[config.mk]
export PLATFORM = sky130hd
export DESIGN_NAME = mem_access_unit_flat
export DESIGN_NICKNAME = d
export VERILOG_FILES = /design/src/rtl/mem_access_unit_if.sv /design/src/rtl/mem_access_unit.sv /design/src/flat_wrapper.sv
export SDC_FILE = /design/constraint.sdc
export NUM_CORES = 1
export LEC_CHECK = 0
export BUFFER_PORTS_ARGS = -buffer_cell sky130_fd_sc_hd__buf_2
export CAP_MARGIN = 20
export CORE_MARGIN = 2
export CORE_UTILIZATION = 48
export DETAILED_ROUTE_END_ITERATION = 8
export GPL_TIMING_DRIVEN = 1
export PLACE_DENSITY_LB_ADDON = 0.12
export SLEW_MARGIN = 20
export SYNTH_ARGS = -nofsm -noshare
export SYNTH_HDL_FRONTEND = slang
export SYNTH_SLANG_ARGS = --single-unit
[constraint.sdc]
create_clock -name clk -period 2.1 [get_ports clk]
set_input_delay 0.21 -clock clk [delete_from_list [all_inputs] [get_ports clk]]
set_output_delay 0.21 -clock clk [all_outputs]
set_load 0.05 [all_outputs]
[src/rtl/mem_access_unit_if.sv]
// -----------------------------------------------------------------------------
// mem_access_unit_if
// Bundles the request/response handshake and the Avalon-MM data-bus signals
// of the load/store unit.
//
// Request side (driven by the execute stage):
//   req_valid, opcode, addr, wdata        -> into the unit
//   req_ready                             <- unit idle
// Response side:
//   resp_valid, resp_data, resp_misaligned <- one-cycle result pulse
// Avalon-MM data bus:
//   avm_address, avm_read, avm_write,
//   avm_byteenable, avm_writedata          <- driven by the unit
//   avm_readdata, avm_waitrequest          -> returned by the bus slave
//
// Modports:
//   slave  : view of the load/store unit itself
//   master : view of its environment (requester plus Avalon slave)
// -----------------------------------------------------------------------------
interface mem_access_unit_if #(
    parameter int ADDR_WIDTH = 32
);
    logic                  req_valid;
    logic                  req_ready;
    logic [5:0]            opcode;
    logic [ADDR_WIDTH-1:0] addr;
    logic [31:0]           wdata;

    logic                  resp_valid;
    logic [31:0]           resp_data;
    logic                  resp_misaligned;

    logic [ADDR_WIDTH-1:0] avm_address;
    logic                  avm_read;
    logic                  avm_write;
    logic [3:0]            avm_byteenable;
    logic [31:0]           avm_writedata;
    logic [31:0]           avm_readdata;
    logic                  avm_waitrequest;

    modport slave (
        input  req_valid, opcode, addr, wdata,
        output req_ready,
        output resp_valid, resp_data, resp_misaligned,
        output avm_address, avm_read, avm_write, avm_byteenable, avm_writedata,
        input  avm_readdata, avm_waitrequest
    );

    modport master (
        output req_valid, opcode, addr, wdata,
        input  req_ready,
        input  resp_valid, resp_data, resp_misaligned,
        input  avm_address, avm_read, avm_write, avm_byteenable, avm_writedata,
        output avm_readdata, avm_waitrequest
    );
endinterface

[src/rtl/mem_access_unit.sv]
// -----------------------------------------------------------------------------
// mem_access_unit
// Load/store datapath between the MIPS execute stage and an Avalon-MM data
// bus. Stores get a word-aligned address, byte enables and lane-replicated
// write data; loads wait out waitrequest, then pick the addressed byte or
// halfword and sign/zero-extend it to 32 bits. One request in flight at a time.
//
// Ports:
//   clk      : system clock, rising edge
//   reset_n  : synchronous active-low reset
//   bus      : mem_access_unit_if.slave (request, response and Avalon signals)
//
// Every output is a register. Latency from the accept edge (cycle 0):
//   bus strobe in cycle 1, resp_valid in cycle 2 plus one per waitrequest
//   cycle; faulting or unsupported requests respond in cycle 1 with no strobe.
// -----------------------------------------------------------------------------
module mem_access_unit #(
    parameter int ADDR_WIDTH = 32
) (
    input  logic             clk,
    input  logic             reset_n,
    mem_access_unit_if.slave bus
);

    // MIPS primary opcodes of the supported loads and stores
    localparam logic [5:0] OPCODE_LB  = 6'h20;
    localparam logic [5:0] OPCODE_LH  = 6'h21;
    localparam logic [5:0] OPCODE_LW  = 6'h23;
    localparam logic [5:0] OPCODE_LBU = 6'h24;
    localparam logic [5:0] OPCODE_LHU = 6'h25;
    localparam logic [5:0] OPCODE_SB  = 6'h28;
    localparam logic [5:0] OPCODE_SH  = 6'h29;
    localparam logic [5:0] OPCODE_SW  = 6'h2B;

    typedef enum logic [1:0] {
        S_IDLE = 2'd0,
        S_BUS  = 2'd1,
        S_RESP = 2'd2
    } state_t;

    // ------------------------------------------------------------------
    // Opcode decode helpers
    // ------------------------------------------------------------------
    function automatic logic f_supported(input logic [5:0] op);
        case (op)
            OPCODE_LB, OPCODE_LBU, OPCODE_LH, OPCODE_LHU, OPCODE_LW,
            OPCODE_SB, OPCODE_SH, OPCODE_SW: return 1'b1;
            default:                         return 1'b0;
        endcase
    endfunction

    function automatic logic f_is_load(input logic [5:0] op);
        case (op)
            OPCODE_LB, OPCODE_LBU, OPCODE_LH, OPCODE_LHU, OPCODE_LW: return 1'b1;
            default:                                                 return 1'b0;
        endcase
    endfunction

    function automatic logic f_misaligned(input logic [5:0] op, input logic [1:0] lane);
        case (op)
            OPCODE_LH, OPCODE_LHU, OPCODE_SH: return lane[0];
            OPCODE_LW, OPCODE_SW:             return |lane;
            default:                          return 1'b0;
        endcase
    endfunction

    function automatic logic [3:0] f_byteenable(input logic [5:0] op, input logic [1:0] lane);
        case (op)
            OPCODE_SB: return 4'b0001 << lane;
            OPCODE_SH: return lane[1] ? 4'b1100 : 4'b0011;
            default:   return 4'b1111;   // loads and SW read/write the full word
        endcase
    endfunction

    // Replicating across lanes lets the slave pick the data up from whichever
    // lane the byte enables select, without any shifting here.
    function automatic logic [31:0] f_store_data(input logic [5:0] op, input logic [31:0] wd);
        case (op)
            OPCODE_SB: return {4{wd[7:0]}};
            OPCODE_SH: return {2{wd[15:0]}};
            default:   return wd;
        endcase
    endfunction

    function automatic logic [31:0] f_load_extend(input logic [5:0]  op,
                                                  input logic [1:0]  lane,
                                                  input logic [31:0] rd);
        logic        [31:0] shifted;
        logic signed [7:0]  sel_byte;
        logic signed [15:0] sel_half;
        logic signed [31:0] ext;
        shifted  = rd >> {lane, 3'b000};
        sel_byte = signed'(shifted[7:0]);
        sel_half = signed'(lane[1] ? rd[31:16] : rd[15:0]);
        ext      = signed'(rd);
        case (op)
            OPCODE_LB:  ext = sel_byte;                          // sign-extending assignment
            OPCODE_LBU: ext = signed'({24'd0, sel_byte});
            OPCODE_LH:  ext = sel_half;
            OPCODE_LHU: ext = signed'({16'd0, sel_half});
            default:    ext = signed'(rd);
        endcase
        return unsigned'(ext);
    endfunction

    // ------------------------------------------------------------------
    // State and output registers
    // ------------------------------------------------------------------
    state_t                r_state,           w_state_nxt;
    logic                  r_req_ready,       w_req_ready_nxt;
    logic                  r_resp_valid,      w_resp_valid_nxt;
    logic                  r_resp_misaligned, w_resp_misaligned_nxt;
    logic [31:0]           r_resp_data,       w_resp_data_nxt;
    logic [ADDR_WIDTH-1:0] r_avm_address,     w_avm_address_nxt;
    logic                  r_avm_read,        w_avm_read_nxt;
    logic                  r_avm_write,       w_avm_write_nxt;
    logic [3:0]            r_avm_be,          w_avm_be_nxt;
    logic [31:0]           r_avm_wdata,       w_avm_wdata_nxt;
    logic [5:0]            r_op,              w_op_nxt;
    logic [1:0]            r_lane,            w_lane_nxt;

    logic [1:0]            w_req_lane;
    logic                  w_req_fault;
    logic                  w_req_supported;

    assign w_req_lane      = bus.addr[1:0];
    assign w_req_supported = f_supported(bus.opcode);
    assign w_req_fault     = f_misaligned(bus.opcode, w_req_lane);

    // ------------------------------------------------------------------
    // Next-state and next-output logic
    // ------------------------------------------------------------------
    always_comb begin
        w_state_nxt           = r_state;
        w_req_ready_nxt       = r_req_ready;
        w_resp_valid_nxt      = r_resp_valid;
        w_resp_misaligned_nxt = r_resp_misaligned;
        w_resp_data_nxt       = r_resp_data;
        w_avm_address_nxt     = r_avm_address;
        w_avm_read_nxt        = r_avm_read;
        w_avm_write_nxt       = r_avm_write;
        w_avm_be_nxt          = r_avm_be;
        w_avm_wdata_nxt       = r_avm_wdata;
        w_op_nxt              = r_op;
        w_lane_nxt            = r_lane;

        case (r_state)
            S_IDLE: begin
                if (bus.req_valid) begin
                    w_req_ready_nxt = 1'b0;
                    if (!w_req_supported || w_req_fault) begin
                        // No bus access: answer straight away
                        w_resp_valid_nxt      = 1'b1;
                        w_resp_misaligned_nxt = w_req_fault;
                        w_resp_data_nxt       = 32'd0;
                        w_state_nxt           = S_RESP;
                    end else begin
                        w_op_nxt          = bus.opcode;
                        w_lane_nxt        = w_req_lane;
                        w_avm_address_nxt = {bus.addr[ADDR_WIDTH-1:2], 2'b00};
                        w_avm_read_nxt    = f_is_load(bus.opcode);
                        w_avm_write_nxt   = !f_is_load(bus.opcode);
                        w_avm_be_nxt      = f_byteenable(bus.opcode, w_req_lane);
                        w_avm_wdata_nxt   = f_store_data(bus.opcode, bus.wdata);
                        w_state_nxt       = S_BUS;
                    end
                end
            end

            S_BUS: begin
                // Bus fields stay frozen until the slave stops stalling
                if (!bus.avm_waitrequest) begin
                    w_avm_read_nxt        = 1'b0;
                    w_avm_write_nxt       = 1'b0;
                    w_resp_valid_nxt      = 1'b1;
                    w_resp_misaligned_nxt = 1'b0;
                    w_resp_data_nxt       = f_is_load(r_op)
                                          ? f_load_extend(r_op, r_lane, bus.avm_readdata)
                                          : 32'd0;
                    w_state_nxt           = S_RESP;
                end
            end

            S_RESP: begin
                w_resp_valid_nxt      = 1'b0;
                w_resp_misaligned_nxt = 1'b0;
                w_req_ready_nxt       = 1'b1;
                w_state_nxt           = S_IDLE;
            end

            default: begin
                w_avm_read_nxt   = 1'b0;
                w_avm_write_nxt  = 1'b0;
                w_resp_valid_nxt = 1'b0;
                w_req_ready_nxt  = 1'b1;
                w_state_nxt      = S_IDLE;
            end
        endcase
    end

    always_ff @(posedge clk) begin
        if (!reset_n) begin
            r_state           <= S_IDLE;
            r_req_ready       <= 1'b1;
            r_resp_valid      <= 1'b0;
            r_resp_misaligned <= 1'b0;
            r_resp_data       <= 32'd0;
            r_avm_address     <= '0;
            r_avm_read        <= 1'b0;
            r_avm_write       <= 1'b0;
            r_avm_be          <= 4'd0;
            r_avm_wdata       <= 32'd0;
            r_op              <= 6'd0;
            r_lane            <= 2'd0;
        end else begin
            r_state           <= w_state_nxt;
            r_req_ready       <= w_req_ready_nxt;
            r_resp_valid      <= w_resp_valid_nxt;
            r_resp_misaligned <= w_resp_misaligned_nxt;
            r_resp_data       <= w_resp_data_nxt;
            r_avm_address     <= w_avm_address_nxt;
            r_avm_read        <= w_avm_read_nxt;
            r_avm_write       <= w_avm_write_nxt;
            r_avm_be          <= w_avm_be_nxt;
            r_avm_wdata       <= w_avm_wdata_nxt;
            r_op              <= w_op_nxt;
            r_lane            <= w_lane_nxt;
        end
    end

    assign bus.req_ready       = r_req_ready;
    assign bus.resp_valid      = r_resp_valid;
    assign bus.resp_misaligned = r_resp_misaligned;
    assign bus.resp_data       = r_resp_data;
    assign bus.avm_address     = r_avm_address;
    assign bus.avm_read        = r_avm_read;
    assign bus.avm_write       = r_avm_write;
    assign bus.avm_byteenable  = r_avm_be;
    assign bus.avm_writedata   = r_avm_wdata;

endmodule

[src/flat_wrapper.sv]
// flat-port wrapper written by rule: the top's interface ports become plain ports
module mem_access_unit_flat 
#(
    parameter int ADDR_WIDTH = 32
)
  (clk, reset_n, bus_req_valid, bus_opcode, bus_addr, bus_wdata, bus_req_ready, bus_resp_valid, bus_resp_data, bus_resp_misaligned, bus_avm_address, bus_avm_read, bus_avm_write, bus_avm_byteenable, bus_avm_writedata, bus_avm_readdata, bus_avm_waitrequest);
  mem_access_unit_if #(.ADDR_WIDTH(ADDR_WIDTH)) bus_i ();
  input  logic clk;
  input  logic reset_n;
  input wire logic [$bits(bus_i.req_valid)-1:0] bus_req_valid;
  input wire logic [$bits(bus_i.opcode)-1:0] bus_opcode;
  input wire logic [$bits(bus_i.addr)-1:0] bus_addr;
  input wire logic [$bits(bus_i.wdata)-1:0] bus_wdata;
  output wire logic [$bits(bus_i.req_ready)-1:0] bus_req_ready;
  output wire logic [$bits(bus_i.resp_valid)-1:0] bus_resp_valid;
  output wire logic [$bits(bus_i.resp_data)-1:0] bus_resp_data;
  output wire logic [$bits(bus_i.resp_misaligned)-1:0] bus_resp_misaligned;
  output wire logic [$bits(bus_i.avm_address)-1:0] bus_avm_address;
  output wire logic [$bits(bus_i.avm_read)-1:0] bus_avm_read;
  output wire logic [$bits(bus_i.avm_write)-1:0] bus_avm_write;
  output wire logic [$bits(bus_i.avm_byteenable)-1:0] bus_avm_byteenable;
  output wire logic [$bits(bus_i.avm_writedata)-1:0] bus_avm_writedata;
  input wire logic [$bits(bus_i.avm_readdata)-1:0] bus_avm_readdata;
  input wire logic [$bits(bus_i.avm_waitrequest)-1:0] bus_avm_waitrequest;
  assign bus_i.req_valid = bus_req_valid;
  assign bus_i.opcode = bus_opcode;
  assign bus_i.addr = bus_addr;
  assign bus_i.wdata = bus_wdata;
  assign bus_req_ready = bus_i.req_ready;
  assign bus_resp_valid = bus_i.resp_valid;
  assign bus_resp_data = bus_i.resp_data;
  assign bus_resp_misaligned = bus_i.resp_misaligned;
  assign bus_avm_address = bus_i.avm_address;
  assign bus_avm_read = bus_i.avm_read;
  assign bus_avm_write = bus_i.avm_write;
  assign bus_avm_byteenable = bus_i.avm_byteenable;
  assign bus_avm_writedata = bus_i.avm_writedata;
  assign bus_i.avm_readdata = bus_avm_readdata;
  assign bus_i.avm_waitrequest = bus_avm_waitrequest;
  mem_access_unit #(.ADDR_WIDTH(ADDR_WIDTH)) u_core (.clk(clk), .reset_n(reset_n), .bus(bus_i));
endmodule
==> impl_metrics.toml, run 1 <==
[global_route]
antenna_found_initial = 0
grt_overflow = 0
grt_util_all_layers = 0.270
grt_start_max_net_pins = 85
grt_pass1_wl_microns = 24600
first_global_vias = 5179

[clock_network]
cts_sinks = 113
htreeDepth = 4
clk_latency_ns = 0.51
numCtsBuffers = 17
clk_pin_slew_ns = 0.06
cts.path.max_buffers = 2
cts-root-buf = "clkbuf_8"
cts_tree = "yes"

[worst_setup_path]
r2r-end = "u_core.bus.avm_writedata[18]"
worst_path_most_repeated_cell = "buf_4"
path_max_fanout = 21
critPathArrivalTime_ns = 2.44
cp-start-kind = "flop"
startpoint = "u_core.r_state[0]"
path_delay_family = "buffers and inverters"
reg2reg_slack_ns = 0.08
cp-end-kind = "flop"
cpPeakStageDelay_ns = 0.33
critPathBufInv = 4
critPathRequiredTime_ns = 2.51
r2r-start = "u_core.r_state[0]"
crit_type = "reg -> reg"
cp_slowest_cell = "dfxtp_1"
crit_path_cell_trace = "inv_1 > ha_2 > o2111ai_2 > buf_4 > nor3_4 > buf_4 > buf_6 > nor2_1 > a211oi_1"
r2r_cells = 9

[drt]
vias_per_cell = 5.40
drt_iter0_markers = 342
vias = 5507
wirelength_microns = 16200
drt_drc_violations_left = 0
ant_nets = 0
drtPass1Iterations = 5
wl_per_cell_microns = 15.9

[hold_path]
hp-start = "bus_addr[1]"
hold_depth = 3
hold_path_end = "u_core.r_lane[1]"
worstHoldPathType = "in -> reg"

[yosys]
ys.flop_type = "dfxtp_1"
avgSynthCellArea_sq_um = 8.08
synth_largest_area_cell = "dfxtp_1"
yosys-top-cells-count = "143 x nand2_1, 113 x dfxtp_1, 66 x a21oi_1"
synth-edff-count = 0
ys_types = 47
synth_top_cell_area_share = 0.444
yosys-top-cells-area = "dfxtp_1 44%, nand2_1 11%, a21oi_1 6.5%"
seq_area_frac_synth = 0.444
ys_seq_elements = 113
synth_most_common_cell = "nand2_1"
netlist_instances = 630
syn_area_sq_mm = 0.00509
async_flop_share = 0
yosysWarnings = 0

[timing]
finalSetupViolations = 0
fin_skew_ns = 0.0187
finalCriticalPeriod_ns = 2.02
postLayoutSetupSlackWorst_ns = 0.0761
fmax_mhz = 494
rsz0062_at_grt = "yes"
finalHoldViolations = 0
relSlewSlack = 0.466
finalCritPeriodShare = 0.964
slew_viol_final = 0
fin_hold_ws_ns = 0.0186
worst_slew_pin_slew_ns = 0.801

[pwr]
ir_drop_mv = 0.470
p_leak_nw = 3.15
power_density_mw_per_mm2 = 821

[finish]
layout.nets = 981
area_growth_pct = 43.0
diodes = 0
drive_gt1_frac = 0.303

[placed_design]
gp_congestion = 0.982
hpwlAfterDp_microns = 10500
place_ws_ns = 0.0908
port_buffers = 208

[floorplanning]
core_sq_mm = 0.0103
initial_utilization = 0.493
rows = 37
dieHeight_microns = 107
ios = 211
die_w_microns = 107
die-area_sq_mm = 0.0114

[status]
status = "complete, no violations"

[job]
drv_cap = 0
==> tightest hold or removal path: cells and delay by family <==
kind / cells / cell delay [ns]
simple gates: 1 / 0.06
compound gates: 1 / 0.05
buf+inv: 1 / 0.14
==> metrics by stage <==
| stage | TNS [ns] | utilization | cell area (sq um) | std cells | total power [W] |
|---|---|---|---|---|---|
| 6_report | 0 | 0.705 | 7280 | 1020 | 0.00598 |
| 5_1_grt | -0.196 | 0.705 | 7280 | 1020 | 0.00618 |
| 4_1_cts | 0 | 0.701 | 7230 | 1017 | 0.00600 |
| 3_5_place_dp | 0 | 0.597 | 6160 | 941 | 0.00291 |
| 3_3_place_gp | 0 | 0.597 | 6160 | 941 | 0.00290 |
| 2_1_floorplan | 0 | - | 5090 | 631 | 0.00267 |
==> repair_timing <==
item	4_1_cts	5_1_grt
endpoints found under the hold margin	44	0
setup endpoints to repair	0	51
hold buffers	44	0
buffers inserted	0	1
gates resized for setup	0	5
==> routing by layer <==
layer | track usage | vias up | wire length (microns)
met5 | 0 | - | 0
met4 | 0.111 | 0 | 381
met3 | 0.0833 | 32 | 1230
met2 | 0.446 | 246 | 7710
met1 | 0.328 | 2529 | 6890
li1 | - | 2700 | -
==> registers in the layout, indices dropped and copies added, names as in the netlist <==
signal	flops
u_core.bus.avm_read	1
u_core.bus.avm_write	1
u_core.r_lane	2
u_core.r_state	2
u_core.bus.resp_data	32
u_core.bus.resp_valid	1
u_core.bus.resp_misaligned	1
u_core.bus.avm_writedata	32
u_core.bus.avm_byteenable	4
u_core.bus.avm_address	30
u_core.bus.req_ready	1
u_core.r_op	6
==> power breakdown <==
| group | internal, W | switching, W | total, W |
|---|---|---|---|
| clock | 0.00205 | 0.000978 | 0.00303 |
| sequential | 0.00219 | 0.0000249 | 0.00221 |
| combinational | 0.000270 | 0.000467 | 0.000737 |
| total | 0.00451 | 0.00147 | 0.00598 |
==> how the worst max path moves through the flow <==
stage                     slack [ns]  cells after the start                      endpoint
after floorplan                 0.23                      7      u_core.bus.resp_data[22]
after global placement          0.18                      7  u_core.bus.avm_byteenable[0]
after detailed placement        0.09                      7      u_core.bus.resp_data[19]
after CTS                       0.07                      6       u_core.bus.resp_data[7]
after global routing           -0.04                      6       u_core.bus.resp_data[7]
final                           0.08                      9  u_core.bus.avm_writedata[18]
==> layout make-up <==
cell class,instances,area (sq um)
Inverter,6,22.5
Sequential cell,113,2260
Multi-Input combinational cell,461,2520
Clock inverter,9,153
Fill cell,836,3050
Tap cell,136,170
Clock buffer,23,477
Timing Repair Buffer,272,1680
==> placed cells by master, fill, tap and decap left out, types with 8 or more instances in the layout <==
cell / n
nand2_1: 143
nand2b_1: 8
o21ai_0: 24
o211ai_1: 18
buf_2: 208
dfxtp_1: 113
nand4_1: 11
clkbuf_16: 17
dlygate4sd3_1: 44
mux2i_1: 22
a31oi_1: 10
nor2_1: 41
a21oi_1: 66
buf_4: 16
a211oi_1: 9
nor3_1: 10
o21ai_1: 10
nand3_1: 33
==> cell families (layout without fill, tap and decap cells) <==
kind of cell | after synthesis | in the layout | synth area share
and+or+nand+nor | 270 | 270 | 0.238
DFF | 113 | 113 | 0.444
muxes | 22 | 22 | 0.0433
other | 1 | 2 | 0.000737
AOI/OAI and AO/OA | 163 | 163 | 0.200
buffers and inverters | 57 | 310 | 0.0639
adders and majority gates | 4 | 4 | 0.00983
(Power assumes the default switching activity.)
==> run 2, diff against run 1 <==
- ABC_AREA: unset -> 1
- CORE_UTILIZATION: 48 -> 50
==> run 2 against run 1 <==
Compared with the run above:
- cell area rose by 6.2%
- maximum frequency rose by 14%
- worst hold slack worse by 0.0029 ns
- non-clock buffer count shrank 5
- wire length increased by 3.2%
- combinational power grew to 3.2 times the previous value
- clock skew shrank 0.011 ns
- area after synthesis increased by 10%
- final cell count rose by 23%
- largest cell class unchanged
==> impl_metrics.toml, run 2 <==
[pwr]
p_leak_nw = 4.10
power_w = 0.00782
ir_drop_mv = 1.08
power_density_mw_per_mm2 = 1010

[worst_setup_path]
crit_type = "reg -> reg"
cp-start-kind = "flop"
r2r_cells = 7
critPathRequiredTime_ns = 2.54
path_max_fanout = 43
critPathArrivalTime_ns = 2.22
reg2reg_slack_ns = 0.33
r2r-start = "u_core.r_state[1]"
cp-end-kind = "flop"
r2r-end = "u_core.bus.avm_address[5]"

[placed_design]
placedCellCount = 1184
port_buffers = 208
gp_congestion = 0.913
hpwlAfterDp_microns = 11300

[floorplanning]
dieHeight_microns = 110
ios = 211
initial_utilization = 0.516
die-area_sq_mm = 0.0121
rows = 38
die_w_microns = 110
core_sq_mm = 0.0109

[yosys]
synth_top_cell_area_share = 0.402
ys.flop_type = "dfxtp_1"
avgSynthCellArea_sq_um = 6.50
synth_largest_area_cell = "dfxtp_1"
synth_most_common_cell = "nor2_1"
syn_area_sq_mm = 0.00562
synth-compound-area-share = 0.160
muxShareOfSynthArea = 0
seq_area_frac_synth = 0.402
synth-edff-count = 0
synth_top_family_by_area = "simple AND/OR/NAND/NOR gates"
ys_seq_elements = 113
yosys-top-cells-count = "198 x nor2_1, 164 x nand2_1, 113 x dfxtp_1"
synth_xor_area_frac = 0
yosysWarnings = 0
synthSimpleGateAreaFrac = 0.305
netlist_instances = 865
ys_types = 33
synth_fa_ha_area_frac = 0.00890
async_flop_share = 0
yosys-top-cells-area = "dfxtp_1 40%, nor2_1 13%, nand2_1 11%"

[timing]
slew_viol_final = 0
fmax_mhz = 564
rsz0062_at_grt = "no"
fin_hold_ws_ns = 0.0157
finalCriticalPeriod_ns = 1.77
finalHoldViolations = 0
finalSetupViolations = 0
finalCritPeriodShare = 0.844
fin_skew_ns = 0.00778
fin_tns_setup_ns = 0

[clock_network]
numCtsBuffers = 17
cts_tree = "yes"
cts.path.max_buffers = 2
cts_sinks = 113
cts_resized = 0
post-cts-setup-buffers = 0
cts-root-buf = "clkbuf_8"
clk_latency_ns = 0.51
htreeDepth = 4
clk_pin_slew_ns = 0.06

[status]
status = "complete, no violations"

[hold_path]
hold_path_end = "u_core.bus.avm_writedata[29]"
hp-start = "bus_wdata[29]"
hold_depth = 5
worstHoldPathType = "in -> reg"

[finish]
diodes = 0
layout.nets = 1212
mostFrequentLayoutCell = "buf_2"
final_util = 0.710
nFillCells = 940
layout_common_cells = "208 x buf_2, 198 x nor2_1, 164 x nand2_1"
drive_gt1_frac = 0.245
instances_no_fill = 1255
area_growth_pct = 37.5

[drt]
vias = 6187
vias_per_cell = 4.93
wl_per_cell_microns = 13.3
ant_nets = 0
drt_iter0_markers = 484
drtPass1Iterations = 5
drt_drc_violations_left = 0
wirelength_microns = 16700

[global_route]
grt_pass1_wl_microns = 26200
first_global_vias = 5739
grt_util_all_layers = 0.275
antenna_found_initial = 0
grt_start_max_net_pins = 73
grt_overflow = 0

[job]
drv_cap = 0
-- run 2: how the worst max path moves through the flow --
| stage | start | end | slack [ns] |
|---|---|---|---|
| 2_1_floorplan | u_core.r_state[0] | u_core.bus.resp_data[0] | 0.43 |
| 3_3_place_gp | u_core.r_state[1] | u_core.bus.avm_byteenable[2] | 0.39 |
| 3_5_place_dp | u_core.r_op[5] | u_core.bus.resp_data[24] | 0.39 |
| 4_1_cts | u_core.r_state[0] | u_core.bus.avm_writedata[8] | 0.37 |
| 5_1_grt | u_core.r_lane[1] | u_core.bus.resp_data[23] | 0.04 |
| 6_report | u_core.r_state[1] | u_core.bus.avm_address[5] | 0.33 |
-- run 2: power by group --
part	internal (W)	leakage [nW]	switching [W]	total, W
logic	0.000652	2.89	0.00168	0.00233
clock network	0.00193	0.289	0.00103	0.00296
registers	0.00240	0.921	0.000126	0.00253
-- run 2: kinds of logic (layout without fill, tap and decap cells) --
| group | after synthesis | count (layout) |
|---|---|---|
| DFF | 113 | 113 |
| and+or+nand+nor | 419 | 419 |
| buffers and inverters | 155 | 404 |
| adders and majority gates | 4 | 4 |
| other | 1 | 2 |
| AOI/OAI and AO/OA | 173 | 173 |
-- run 2: final cells by class --
class / count / area [sq um] / share of cell area
Tap cell: 140 / 175 / 0.0227
Sequential cell: 113 / 2260 / 0.293
Timing Repair Buffer: 267 / 1620 / 0.209
Multi-Input combinational cell: 598 / 2680 / 0.346
Clock inverter: 13 / 184 / 0.0238
Clock buffer: 19 / 422 / 0.0545
Inverter: 105 / 394 / 0.0510
-- run 2: routing by layer --
layer,share of wire,vias up,GRT usage
met5,0,-,0
met4,0.013,0,0.0723
met3,0.087,20,0.0905
met2,0.48,273,0.468
met1,0.42,2704,0.334
li1,-,3190,-
-- run 2: critical path: stages (launching register included) --
cell and delay, ns:
dfxtp_1 0.34, inv_1 0.08, ha_1 0.29, nand4_4 0.19, nor2_4 0.28, buf_12 0.24, o21ai_0 0.14, nor2_1 0.12
-- run 2: repair_timing --
item / in CTS / in global routing
setup endpoints to repair: 0 / 0
endpoints found under the hold margin: 39 / 0
hold buffers: 39 / 0
-- run 2: metrics by stage --
| step | setup slack [ns] | instance area (sq um) |
|---|---|---|
| after floorplan | 0.429 | 5630 |
| after global placement | 0.387 | 6740 |
| after detailed placement | 0.385 | 6740 |
| after CTS | 0.370 | 7730 |
| after global routing | 0.0430 | 7730 |
| final | 0.327 | 7730 |
==> run 3, diff against run 2 <==
- CORE_UTILIZATION: 50 -> 45
- clock period: 2.1 -> 1.4 ns (I/O delays scaled with it)
==> run 3 against run 2 <==
Compared with the run above:
- combinational power up 75%
- largest power group unchanged
- utilization up 1.9 points
- register-to-register slack worse by 0.44 ns
- via count is 8.3% higher
- maximum frequency is 17% higher
- sequential share of layout area shrank 3.6 points
- critical endpoint is now u_core.bus.resp_data[18]
- clock skew rose by 0.0020 ns
- clock-buffer cell count rose by 2
- die area grew 11%
- the flow now finishes with violations (setup timing)
==> impl_metrics.toml, run 3 (synthesized netlist as in run 2, its figures left out) <==
[status]
status = "complete, but fails checks"
violations = "setup timing"

[worst_setup_path]
cp-end-kind = "flop"
crit_path_end = "u_core.bus.resp_data[18]"
r2r-start = "u_core.r_state[0]"
path_max_fanout = 32
critPathRequiredTime_ns = 1.71
r2r-end = "u_core.bus.resp_data[18]"
crit_type = "reg -> reg"
r2r_cells = 7
critPathArrivalTime_ns = 1.82
cp-start-kind = "flop"
startpoint = "u_core.r_state[0]"
reg2reg_slack_ns = -0.11

[finish]
final_util = 0.729
mostFrequentLayoutCell = "buf_2"
nFillCells = 1023
layout.nets = 1274
area_growth_pct = 57.1
drive_gt1_frac = 0.349
layout_common_cells = "208 x buf_2, 160 x nor2_1, 157 x nand2_1"

[timing]
rsz0062_at_grt = "yes"
fin_hold_ws_ns = 0.0459
fmax_mhz = 662
slew_viol_final = 0
finalHoldViolations = 0
postLayoutSetupSlackWorst_ns = -0.110
finalCriticalPeriod_ns = 1.51
finalCritPeriodShare = 1.08
fin_skew_ns = 0.00983
finalSetupViolations = 109

[drt]
drtPass1Iterations = 7
wl_per_cell_microns = 15.0
wirelength_microns = 20200
vias = 6699
drt_drc_violations_left = 0
ant_nets = 0
vias_per_cell = 4.98
drt_iter0_markers = 566

[placed_design]
place_ws_ns = -0.193
hpwlAfterDp_microns = 12100
gp_congestion = 0.861
port_buffers = 208

[floorplanning]
die_w_microns = 116
initial_utilization = 0.464
die-area_sq_mm = 0.0134
dieHeight_microns = 116
ios = 211
rows = 40
core_sq_mm = 0.0121

[global_route]
grt_util_all_layers = 0.273
grt_overflow = 0
grt_start_max_net_pins = 60
antenna_found_initial = 1
first_global_vias = 6009
grt_pass1_wl_microns = 28700

[pwr]
power_w = 0.0121
p_leak_nw = 4.53
ir_drop_mv = 0.943
power_density_mw_per_mm2 = 1370

[clock_network]
cts.path.max_buffers = 2
numCtsBuffers = 17
clk_latency_ns = 0.42
clk_pin_slew_ns = 0.06
cts_sinks = 113
cts-root-buf = "clkbuf_16"
htreeDepth = 4
cts_tree = "yes"

[hold_path]
worstHoldPathType = "in -> reg"

[job]
drv_cap = 0
[run 3: changes by cell type in the layout (fill, tap and decap cells not counted), sizes merged]
cell and delta:
clkinv +1, buf +54, bufinv -3, nand2 +1
diode +1, dlygate4sd3 -1, clkbuf +10
[run 3: per-stage QoR]
stage | instance area [sq um] | TNS [ns] | cells
5_1_grt | 8830 | -11.54 | 1346
6_report | 8830 | -5.81 | 1346
2_1_floorplan | 5670 | -4.75 | 866
3_5_place_dp | 7170 | -13.02 | 1249
4_1_cts | 8250 | -1.62 | 1325
3_3_place_gp | 7170 | -10.03 | 1249
[run 3: cell type report]
cell class                      count  area (sq um)  share of cell area
Multi-Input combinational cell    599          2990               0.339
Clock inverter                     11           104              0.0118
Antenna cell                        1          2.50            0.000283
Sequential cell                   113          2270               0.257
Inverter                          105           399              0.0452
Tap cell                          168           210              0.0238
Clock buffer                       21           470              0.0533
Timing Repair Buffer              328          2380               0.270
[run 3: what timing repair did]
item	CTS	global route
pin swaps	4	18
gates resized for setup	19	100
setup endpoints to repair	75	110
endpoints found under the hold margin	38	0
cloned	1	13
hold buffers	38	0
setup buffers	5	8
[run 3: worst min-delay path by stage]
stage	cells after the start	to	from
6_report	5	u_core.bus.avm_writedata[28]	bus_wdata[28]
5_1_grt	5	u_core.bus.avm_writedata[28]	bus_wdata[28]
4_1_cts	5	u_core.bus.avm_writedata[25]	bus_wdata[25]
3_5_place_dp	3	u_core.bus.avm_address[4]	bus_addr[4]
3_3_place_gp	3	u_core.bus.avm_address[9]	bus_addr[9]
2_1_floorplan	2	u_core.r_op[3]	bus_opcode[3]
[run 3: critical path: stages, from the launching register on]
cell and delay, ns:
dfxtp_4 0.38, inv_4 0.04, ha_4 0.17, a22oi_2 0.20, nand3_4 0.17, buf_12 0.20
a21oi_1 0.16, nor2_1 0.06
[run 3: per-layer routing]
metal	up-vias	GRT usage	share of wire
met3	38	0.0889	0.080
met4	0	0.106	0.020
met1	3033	0.342	0.43
met2	304	0.439	0.47
li1	3324	-	-
met5	-	0	0
[run 3: power breakdown]
part / switching, W / internal (W)
registers: 0.000211 / 0.00361
logic: 0.00275 / 0.00133
clock network: 0.00165 / 0.00259
